<file path="src/rtl/smg_pkg.sv">
// Shared definitions for the smg debug-port reader: FSM encoding and the smg address width.
package smg_pkg;

    localparam int SMG_AW = 16;

    typedef enum logic [2:0] {
        IDLE    = 3'd0,
        ISSUE   = 3'd1,
        WAIT    = 3'd2,
        PRESENT = 3'd3,
        FINISH  = 3'd4
    } dumpState_t;

endpackage

</file>
<file path="src/rtl/mem_dump_reader.sv">
// Sweeps a block of smg data memory through its debug read port and streams the bytes
// out on a valid/ready byte interface while accumulating an 8-bit checksum.
module mem_dump_reader
    import smg_pkg::*;
#(
    parameter int READ_LAT = 1,      // legal range 1..7, fits the 3-bit wait counter
    parameter int AW       = SMG_AW
) (
    input  logic          clk,
    input  logic          reset,
    input  logic          start,
    input  logic [AW-1:0] startAddress,
    input  logic [AW-1:0] length,
    output logic [AW-1:0] dataAddress,
    input  logic [7:0]    dataValue,
    output logic          outValid,
    output logic [7:0]    outData,
    input  logic          outReady,
    output logic          busy,
    output logic          done,
    output logic [7:0]    checksum,
    output logic [2:0]    dbgState
);

    localparam logic [2:0] WAIT_INIT = 3'(READ_LAT - 1);

    // Output byte stream: a byte transfers on the rising edge where outValid and
    // outReady are both high; outValid/outData stay frozen until that edge.
    dumpState_t    state_q;
    logic [AW-1:0] addr_q;
    logic [AW-1:0] rem_q;
    logic [2:0]    wait_q;
    logic [AW-1:0] data_addr_q;
    logic          out_valid_q;
    logic [7:0]    out_data_q;
    logic          done_q;
    logic [7:0]    checksum_q;

    always_ff @(posedge clk or negedge reset) begin
        if (!reset) begin
            state_q     <= IDLE;
            addr_q      <= '0;
            rem_q       <= '0;
            wait_q      <= '0;
            data_addr_q <= '0;
            out_valid_q <= 1'b0;
            out_data_q  <= 8'h00;
            done_q      <= 1'b0;
            checksum_q  <= 8'h00;
        end else begin
            done_q <= 1'b0;
            case (state_q)
                IDLE: begin
                    if (start) begin
                        addr_q     <= startAddress;
                        rem_q      <= length;
                        checksum_q <= 8'h00;
                        state_q    <= (length == '0) ? FINISH : ISSUE;
                    end
                end
                ISSUE: begin
                    data_addr_q <= addr_q;
                    wait_q      <= WAIT_INIT;
                    state_q     <= WAIT;
                end
                WAIT: begin
                    if (wait_q == 3'd0) begin
                        out_data_q  <= dataValue;
                        out_valid_q <= 1'b1;
                        state_q     <= PRESENT;
                    end else begin
                        wait_q <= wait_q - 3'd1;
                    end
                end
                PRESENT: begin
                    if (outReady) begin
                        out_valid_q <= 1'b0;
                        checksum_q  <= checksum_q + out_data_q;
                        rem_q       <= rem_q - 1'b1;
                        addr_q      <= addr_q + 1'b1;
                        state_q     <= (rem_q != AW'(1)) ? ISSUE : FINISH;
                    end
                end
                FINISH: begin
                    done_q  <= 1'b1;
                    state_q <= IDLE;
                end
                default: state_q <= IDLE;
            endcase
        end
    end

    assign dataAddress = data_addr_q;
    assign outValid    = out_valid_q;
    assign outData     = out_data_q;
    assign done        = done_q;
    assign checksum    = checksum_q;
    assign busy        = (state_q != IDLE);
    assign dbgState    = state_q;

endmodule

</file>
<file path="config.mk">
export PLATFORM = sky130hd
export DESIGN_NAME = mem_dump_reader
export DESIGN_NICKNAME = d
export VERILOG_FILES = /design/src/rtl/smg_pkg.sv /design/src/rtl/mem_dump_reader.sv
export SDC_FILE = /design/constraint.sdc
export NUM_CORES = 1
export LEC_CHECK = 0
export BUFFER_PORTS_ARGS = -buffer_cell sky130_fd_sc_hd__buf_2
export CORE_ASPECT_RATIO = 1.1
export CORE_MARGIN = 4
export CORE_UTILIZATION = 46
export DETAILED_ROUTE_END_ITERATION = 10
export PLACE_DENSITY = 0.75
export SETUP_SLACK_MARGIN = 0.05
export SLEW_MARGIN = 20
export SYNTH_ARGS = -nofsm -noshare
export SYNTH_HDL_FRONTEND = slang
export SYNTH_SLANG_ARGS = --single-unit
</file>
<file path="constraint.sdc">
create_clock -name clk -period 2.6 [get_ports clk]
set_input_delay 0.52 -clock clk [delete_from_list [all_inputs] [get_ports clk]]
set_output_delay 0.52 -clock clk [all_outputs]
set_load 0.005 [all_outputs]
</file>
==> results.json, run 1 <==
{
  "io_buffers": 81,
  "worstSetupEndpointType": "register",
  "drive_gt1_share_pct": 29.2,
  "synth_top_area_share_pct": 45.1,
  "path_clk_slew_ns": 0.09,
  "path_class": "reg -> reg",
  "ir_drop_v": 0.000612,
  "avgSynthCellArea_um2": 9.69,
  "grt_usage_pct": 18.7,
  "nets": 549,
  "dieArea_um2": 10200,
  "crit_fanout": 31,
  "initial_utilization_pct": 47.5,
  "crit_end": "rem_q[15]$_DFFE_PN0P_",
  "rr_startpoint": "dbgState[0]$_DFFE_PN0P_",
  "grt-ovfl-total": 0,
  "syn2layout_area_growth_pct": 18.8,
  "clk_path_buf_depth": 2,
  "drc": 0,
  "critical_path.max_stage_delay_ns": 0.59,
  "cts_setup_buffers": 0,
  "synth_edf_count": 0,
  "htreeDepth": 3,
  "synth_area_leaders": "dfrtp_1 45%, mux2_2 6.8%, a21oi_1 5.9%, ha_1 3.8%, nand2_1 3.8%",
  "crit_family": "compound AO/OA/AOI/OAI gates",
  "grt_setup_unrepaired": "no",
  "r2r_slack_ns": 0.40,
  "synth_warnings": 0,
  "antenna_cells": 0,
  "antenna_found_initial": 1,
  "max-cap-violations": 0,
  "clock.fmax_ghz": 0.455,
  "final_util_pct": 56.4,
  "synthFlopType": "dfrtp_1",
  "num_vias": 3568,
  "min-delay-path-class": "in -> async",
  "cp_num_buf_inv": 0,
  "finalCritPeriodShare_pct": 84.4,
  "worstSetupStartpoint": "dbgState[0]$_DFFE_PN0P_",
  "slowest_stage": "dfrtp_1",
  "postCtsHoldBufs": 0,
  "cp-start-kind": "register",
  "syn_nets": 469,
  "die_y_um": 106,
  "drtIter0Drc": 270,
  "grt_pass1_wl_um": 15800,
  "setup_slack_ns": 0.404,
  "vias_per_cell": 5.87,
  "clock-sinks": 72,
  "finalWeightedCongestion": 0.835,
  "wl_um": 9650,
  "core_um2": 8410,
  "fin_skew_ns": 0.00898,
  "root_buffer": "clkbuf_8",
  "slew_headroom_pct": 32.7,
  "post_drt_wl_per_cell_um": 15.9,
  "final-setup-viol-count": 0,
  "crit_arrival_ns": 2.44,
  "die_width_um": 96.8,
  "p_leak_uw": 0.00206,
  "finalHoldWorstSlack_ns": 0.177,
  "grt_pass1_vias": 3333,
  "outcome": "finished clean",
  "setup_tns_ns": 0,
  "synth.largest_area_cell": "dfrtp_1",
  "layout_min_cycle_time_ns": 2.20,
  "ioPinCount": 82,
  "cp.required_ns": 2.85,
  "finalMaxSlewViolations": 0,
  "drtPass1Iterations": 5,
  "ys_ff_latch": 72,
  "power.density_nw_per_um2": 1280,
  "cts_buffers": 9,
  "path_cells": "or3b_1 > a21o_1 > a21o_1 > a22o_1",
  "synth_area_um2": 3990,
  "syn_inst": 412,
  "hold_violations": 0,
  "grt_max_degree": 73,
  "drtAntennaViolNets": 0,
  "post_cts_resized": 0,
  "cp_num_cells": 4,
  "rows": 35,
  "worstMarginPinSlew_ns": 1.01,
  "regToRegEndpoint": "rem_q[15]$_DFFE_PN0P_",
  "dp_worst_setup_slack_ns": 0.434,
  "worstRegToRegCells": 4,
  "dp_hpwl_um": 6670,
  "async_reset_ff_share_pct": 100,
  "cts_tree": "done",
  "synth.distinct_cells": 57,
  "cp_common_cell": "a21o_1",
  "ys_seq_area_share_pct": 45.1,
  "clkLatencyLatePin_ns": 0.35
}
-- stage by stage --
step / instances / instance area [um2] / power (uW)
2_1_floorplan: 412 / 3990 / 4200
3_3_place_gp: 592 / 4520 / 4930
3_5_place_dp: 592 / 4520 / 5060
4_1_cts: 608 / 4740 / 6100
5_1_grt: 608 / 4740 / 6580
6_report: 608 / 4740 / 6080
-- per-layer routing --
| metal | wire length (um) | GRT usage, % |
|---|---|---|
| met1 | 4220 | 24.1 |
| met2 | 4650 | 29.7 |
| met3 | 525 | 4.77 |
| met4 | 241 | 8.32 |
| met5 | 7 | 0 |
-- cell usage after synthesis (all sizes together), types with 2 or more instances --
cell type	n
mux2i	3
inv	9
mux2	24
nand4	6
or4	2
o22ai	11
and2	2
a31oi	4
a22o	4
and3	5
nor2	24
and2b	2
dfrtp	72
nand2b	5
a21o	7
a2bb2oi	3
or4b	2
o2bb2ai	2
ha	12
o22a	4
o211ai	3
buf	7
o21a	3
nor3	11
nand3	21
xnor2	3
a21oi	49
o32ai	3
o21ai	28
xor2	2
clkbuf	14
nor4	7
nand2	41
nor3b	4
-- worst min path at each step --
stage                         startpoint  cells past startpoint                    endpoint
global placement    outValid$_DFFE_PN0P_                      1        outValid$_DFFE_PN0P_
CTS                                reset                      2  dataAddress[2]$_DFFE_PN0P_
detailed placement  outValid$_DFFE_PN0P_                      1        outValid$_DFFE_PN0P_
global route                       reset                      2  dataAddress[0]$_DFFE_PN0P_
floorplan                          reset                      0       addr_q[0]$_DFFE_PN0P_
finish                             reset                      2  dataAddress[2]$_DFFE_PN0P_
-- registers in the layout (all words and copies together), names as in the netlist, 3 cells and up --
register     flops
checksum         8
outData          8
dataAddress     16
addr_q          16
dbgState         3
rem_q           16
wait_q           3
-- logic make-up after synthesis --
kind of cell               after synthesis  synth area share (%)
adders and majority gates               13                  4.26
muxes                                   27                  7.52
buffers and inverters                   30                  3.70
DFF                                     72                  45.1
xor gates and xnor gates                 5                  1.10
and+or+nand+nor                        136                  18.3
AOI/OAI and AO/OA                      129                  20.0
-- placed cells by master, fill, tap and decap left out, types with 3 or more instances in the layout --
master and count:
buf_2 81, dfrtp_1 72, a21oi_1 47, nand2_1 40, o21ai_0 28, nor2_1 24
mux2_2 24, nand3_1 21, ha_1 12, nor3_1 11, o22ai_1 11, inv_1 9
clkbuf_8 9, a21o_1 7, buf_4 7, nand4_1 6, nand2b_1 5, and3_1 5
a31oi_1 4, a22o_1 4, nor4_1 4, a2bb2oi_1 3, o32ai_1 3, mux2i_1 3
o21a_1 3, o211ai_1 3, o22a_1 3, xnor2_1 3
-- layout make-up --
class / count / area, um2
fill: 737 / 3660
sequential: 72 / 1800
timing repair buffer: 90 / 498
clock buffer: 9 / 124
multi-input combinational: 310 / 2040
inverter: 9 / 33.8
tap: 111 / 139
clock inverter: 7 / 103
-- report_power, final --
part,internal (uW),switching (uW),leakage (uW)
Sequential,1650,585,0.000846
Clock,552,467,0.000116
Combinational,1340,1490,0.00110
No activity file was read; power rests on OpenSTA's default activity.
==> run 2: changes to the inputs <==
--- a/config.mk
+++ b/config.mk
@@ -5,12 +5,13 @@
 export SDC_FILE = /design/constraint.sdc
 export NUM_CORES = 1
 export LEC_CHECK = 0
+export ABC_AREA = 1
 export BUFFER_PORTS_ARGS = -buffer_cell sky130_fd_sc_hd__buf_2
 export CORE_ASPECT_RATIO = 1.1
 export CORE_MARGIN = 4
 export CORE_UTILIZATION = 46
 export DETAILED_ROUTE_END_ITERATION = 10
-export PLACE_DENSITY = 0.75
+export PLACE_DENSITY = 0.74
 export SETUP_SLACK_MARGIN = 0.05
 export SLEW_MARGIN = 20
 export SYNTH_ARGS = -nofsm -noshare
==> constraint.sdc (replaced) <==
create_clock -name clk -period 2.3 [get_ports clk]
set_input_delay 0.46 -clock clk [delete_from_list [all_inputs] [get_ports clk]]
set_output_delay 0.46 -clock clk [all_outputs]
set_load 0.005 [all_outputs]
==> run 2 against run 1 <==
Clock power grew 15%. Critical endpoint is now busy. Largest power group unchanged. Worst hold slack lost 0.069 ns. Register-to-register slack gained 0.06 ns. Highest routed layer is now met4. Clock-buffer cell count grew 1. Sequential power grew 5%. Synthesized cell count grew 46%. Final area grew 6.6%. Clock skew grew 0.0062 ns. Critical path depth shrank 1. Setup slack gained 0.064 ns. Cell count grew 31%. Utilization shrank 0.27 points.
==> results.json, run 2 <==
{
  "post_cts_resized": 0,
  "fin_skew_ns": 0.0152,
  "layout_min_cycle_time_ns": 1.83,
  "path_cells": "nor2_1 > nand2_2 > buf_2",
  "path_clk_slew_ns": 0.09,
  "worstMarginPinSlew_ns": 0.450,
  "core_um2": 9010,
  "outcome": "finished clean",
  "grt_pass1_wl_um": 18000,
  "cts_setup_buffers": 0,
  "nets": 737,
  "num_vias": 4101,
  "cp_num_buf_inv": 1,
  "drive_gt1_share_pct": 18.7,
  "max-cap-violations": 0,
  "post_drt_wl_per_cell_um": 13.3,
  "power.density_nw_per_um2": 1370,
  "drc": 0,
  "dieArea_um2": 11000,
  "synth.distinct_cells": 32,
  "syn_inst": 600,
  "final-setup-viol-count": 0,
  "drtAntennaViolNets": 0,
  "syn_nets": 657,
  "fill_cells": 853,
  "syn2layout_area_growth_pct": 17.2,
  "die_width_um": 100,
  "synth_top_area_share_pct": 41.8,
  "async_reset_ff_share_pct": 100,
  "worstSetupEndpointType": "primary output",
  "cts_tree": "done",
  "crit_fanout": 14,
  "min-delay-path-class": "in -> async",
  "routed.top_layer": "met4",
  "slowest_stage": "dfrtp_1",
  "dr_wl_met3_um": 574,
  "path_class": "reg -> out",
  "ys_seq_area_share_pct": 41.8,
  "ir_drop_v": 0.000677,
  "synth_edf_count": 0,
  "synth.largest_area_cell": "dfrtp_1",
  "clkLatencyLatePin_ns": 0.37,
  "cts_buffers": 9,
  "die_y_um": 110,
  "dp_cells": 783,
  "io_buffers": 81,
  "met2_length_um": 5070,
  "clk_path_buf_depth": 2,
  "root_buffer": "clkbuf_8",
  "synth_most_common_cell": "nand2_1",
  "ys_ff_latch": 72,
  "synth_warnings": 0,
  "ioPinCount": 82,
  "cp-start-kind": "register",
  "grt_pass1_vias": 4037,
  "drtPass1Iterations": 4,
  "antenna_cells": 0,
  "initial_utilization_pct": 47.9,
  "stdcell_count": 799,
  "wl_um": 10600,
  "htreeDepth": 3,
  "final_cell_mix": "200 x nand2_1, 81 x buf_2, 72 x dfrtp_1, 69 x nor2_1, 61 x inv_1",
  "ys_top_cells_by_count": "200 x nand2_1, 72 x dfrtp_1, 69 x nor2_1, 61 x inv_1, 47 x nand3_1",
  "dp_hpwl_um": 7670,
  "finalCritPeriodShare_pct": 79.6,
  "grt-ovfl-total": 0,
  "met1_length_um": 4710,
  "cp.required_ns": 1.84,
  "avgSynthCellArea_um2": 7.19,
  "critical_path.max_stage_delay_ns": 0.42,
  "clock-sinks": 72,
  "grt_max_degree": 73,
  "slew_headroom_pct": 69.9,
  "drtIter0Drc": 178,
  "grt_usage_pct": 20.3,
  "finalWeightedCongestion": 0.884,
  "clock.fmax_ghz": 0.546,
  "final_common_cell": "nand2_1",
  "hold_violations": 0,
  "p_leak_uw": 0.00269,
  "grt_setup_unrepaired": "no",
  "rows": 36,
  "crit_arrival_ns": 1.37,
  "synthFlopType": "dfrtp_1",
  "synth_area_um2": 4310,
  "finalMaxSlewViolations": 0,
  "antenna_found_initial": 0,
  "synth_area_leaders": "dfrtp_1 42%, nand2_1 17%, nor2_1 6.0%, nand3_1 5.5%, inv_1 5.3%",
  "postCtsHoldBufs": 0,
  "vias_per_cell": 5.13,
  "crit_family": "flip-flops",
  "setup_tns_ns": 0
}
## run 2: worst paths after layout
check / startpoint / end / slack (ns) / cells past startpoint
max: dbgState[1]$_DFFE_PN0P_ / busy / 0.47 / 3
min: reset / dataAddress[1]$_DFFE_PN0P_ / 0.11 / 2
max reg2reg: dbgState[1]$_DFFE_PN0P_ / rem_q[8]$_DFFE_PN0P_ / 0.47 / 9
min reg2reg: outValid$_DFFE_PN0P_ / outValid$_DFFE_PN0P_ / 0.48 / 2
max in group asynchronous: reset / dbgState[0]$_DFFE_PN0P_ / 1.87 / 2
min in group clk: dataValue[0] / outData[0]$_DFFE_PN0P_ / 0.32 / 2
## run 2: worst reg2reg max path: stages (launching register included)
cell     delay (ns)
dfrtp_1        0.42
nor2_1         0.17
nand2_2        0.22
inv_2          0.15
nand2_2        0.09
nand2_4        0.25
buf_4          0.27
nor2_1         0.06
nand2_1        0.06
nand2_1        0.04
## run 2: metal layers
| layer | up-vias | track usage, % |
|---|---|---|
| met5 | - | 0 |
| met4 | 0 | 9.43 |
| met3 | 30 | 4.25 |
| met2 | 117 | 33.8 |
| met1 | 1869 | 25.4 |
| li1 | 2085 | - |
## run 2: logic make-up (layout without fill, tap and decap cells)
group                    Yosys count  after routing  share of synthesized area [%]
adder cells (fa/ha/maj)           13             13                           3.94
buffers and inverters             82            167                           7.57
AND/OR/NAND/NOR                  344            344                           33.6
multiplexers                       8              8                           2.09
AO/OA/AOI/OAI                     74             74                           9.66
XOR/XNOR                           7              7                           1.42
flip-flops                        72             72                           41.8
## run 2: metrics by stage
step	instance area, um2	utilization, %	hold slack (ns)	worst slack [ns]	power [uW]
3_5_place_dp	4830	53.6	0.458	0.468	5770
6_report	5060	56.1	0.108	0.468	6940
2_1_floorplan	4310	-	0.164	0.799	4820
5_1_grt	5060	56.1	0.148	0.286	7670
4_1_cts	5060	56.1	0.128	0.464	6990
3_3_place_gp	4830	53.6	0.459	0.475	5650
## run 2: cell type report
cell class / count / area, um2 / area share [%]
Clock buffer: 10 / 138 / 2.72
Sequential cell: 72 / 1800 / 35.6
Inverter: 66 / 250 / 4.95
Tap cell: 114 / 143 / 2.82
Multi-Input combinational cell: 446 / 2190 / 43.2
Clock inverter: 6 / 91.3 / 1.81
Timing Repair Buffer: 85 / 448 / 8.86
## run 2: report_power, final
part	internal (uW)	total (uW)	switching, uW
clock	646	1170	525
sequential	1850	2360	513
combinational	1290	3410	2120
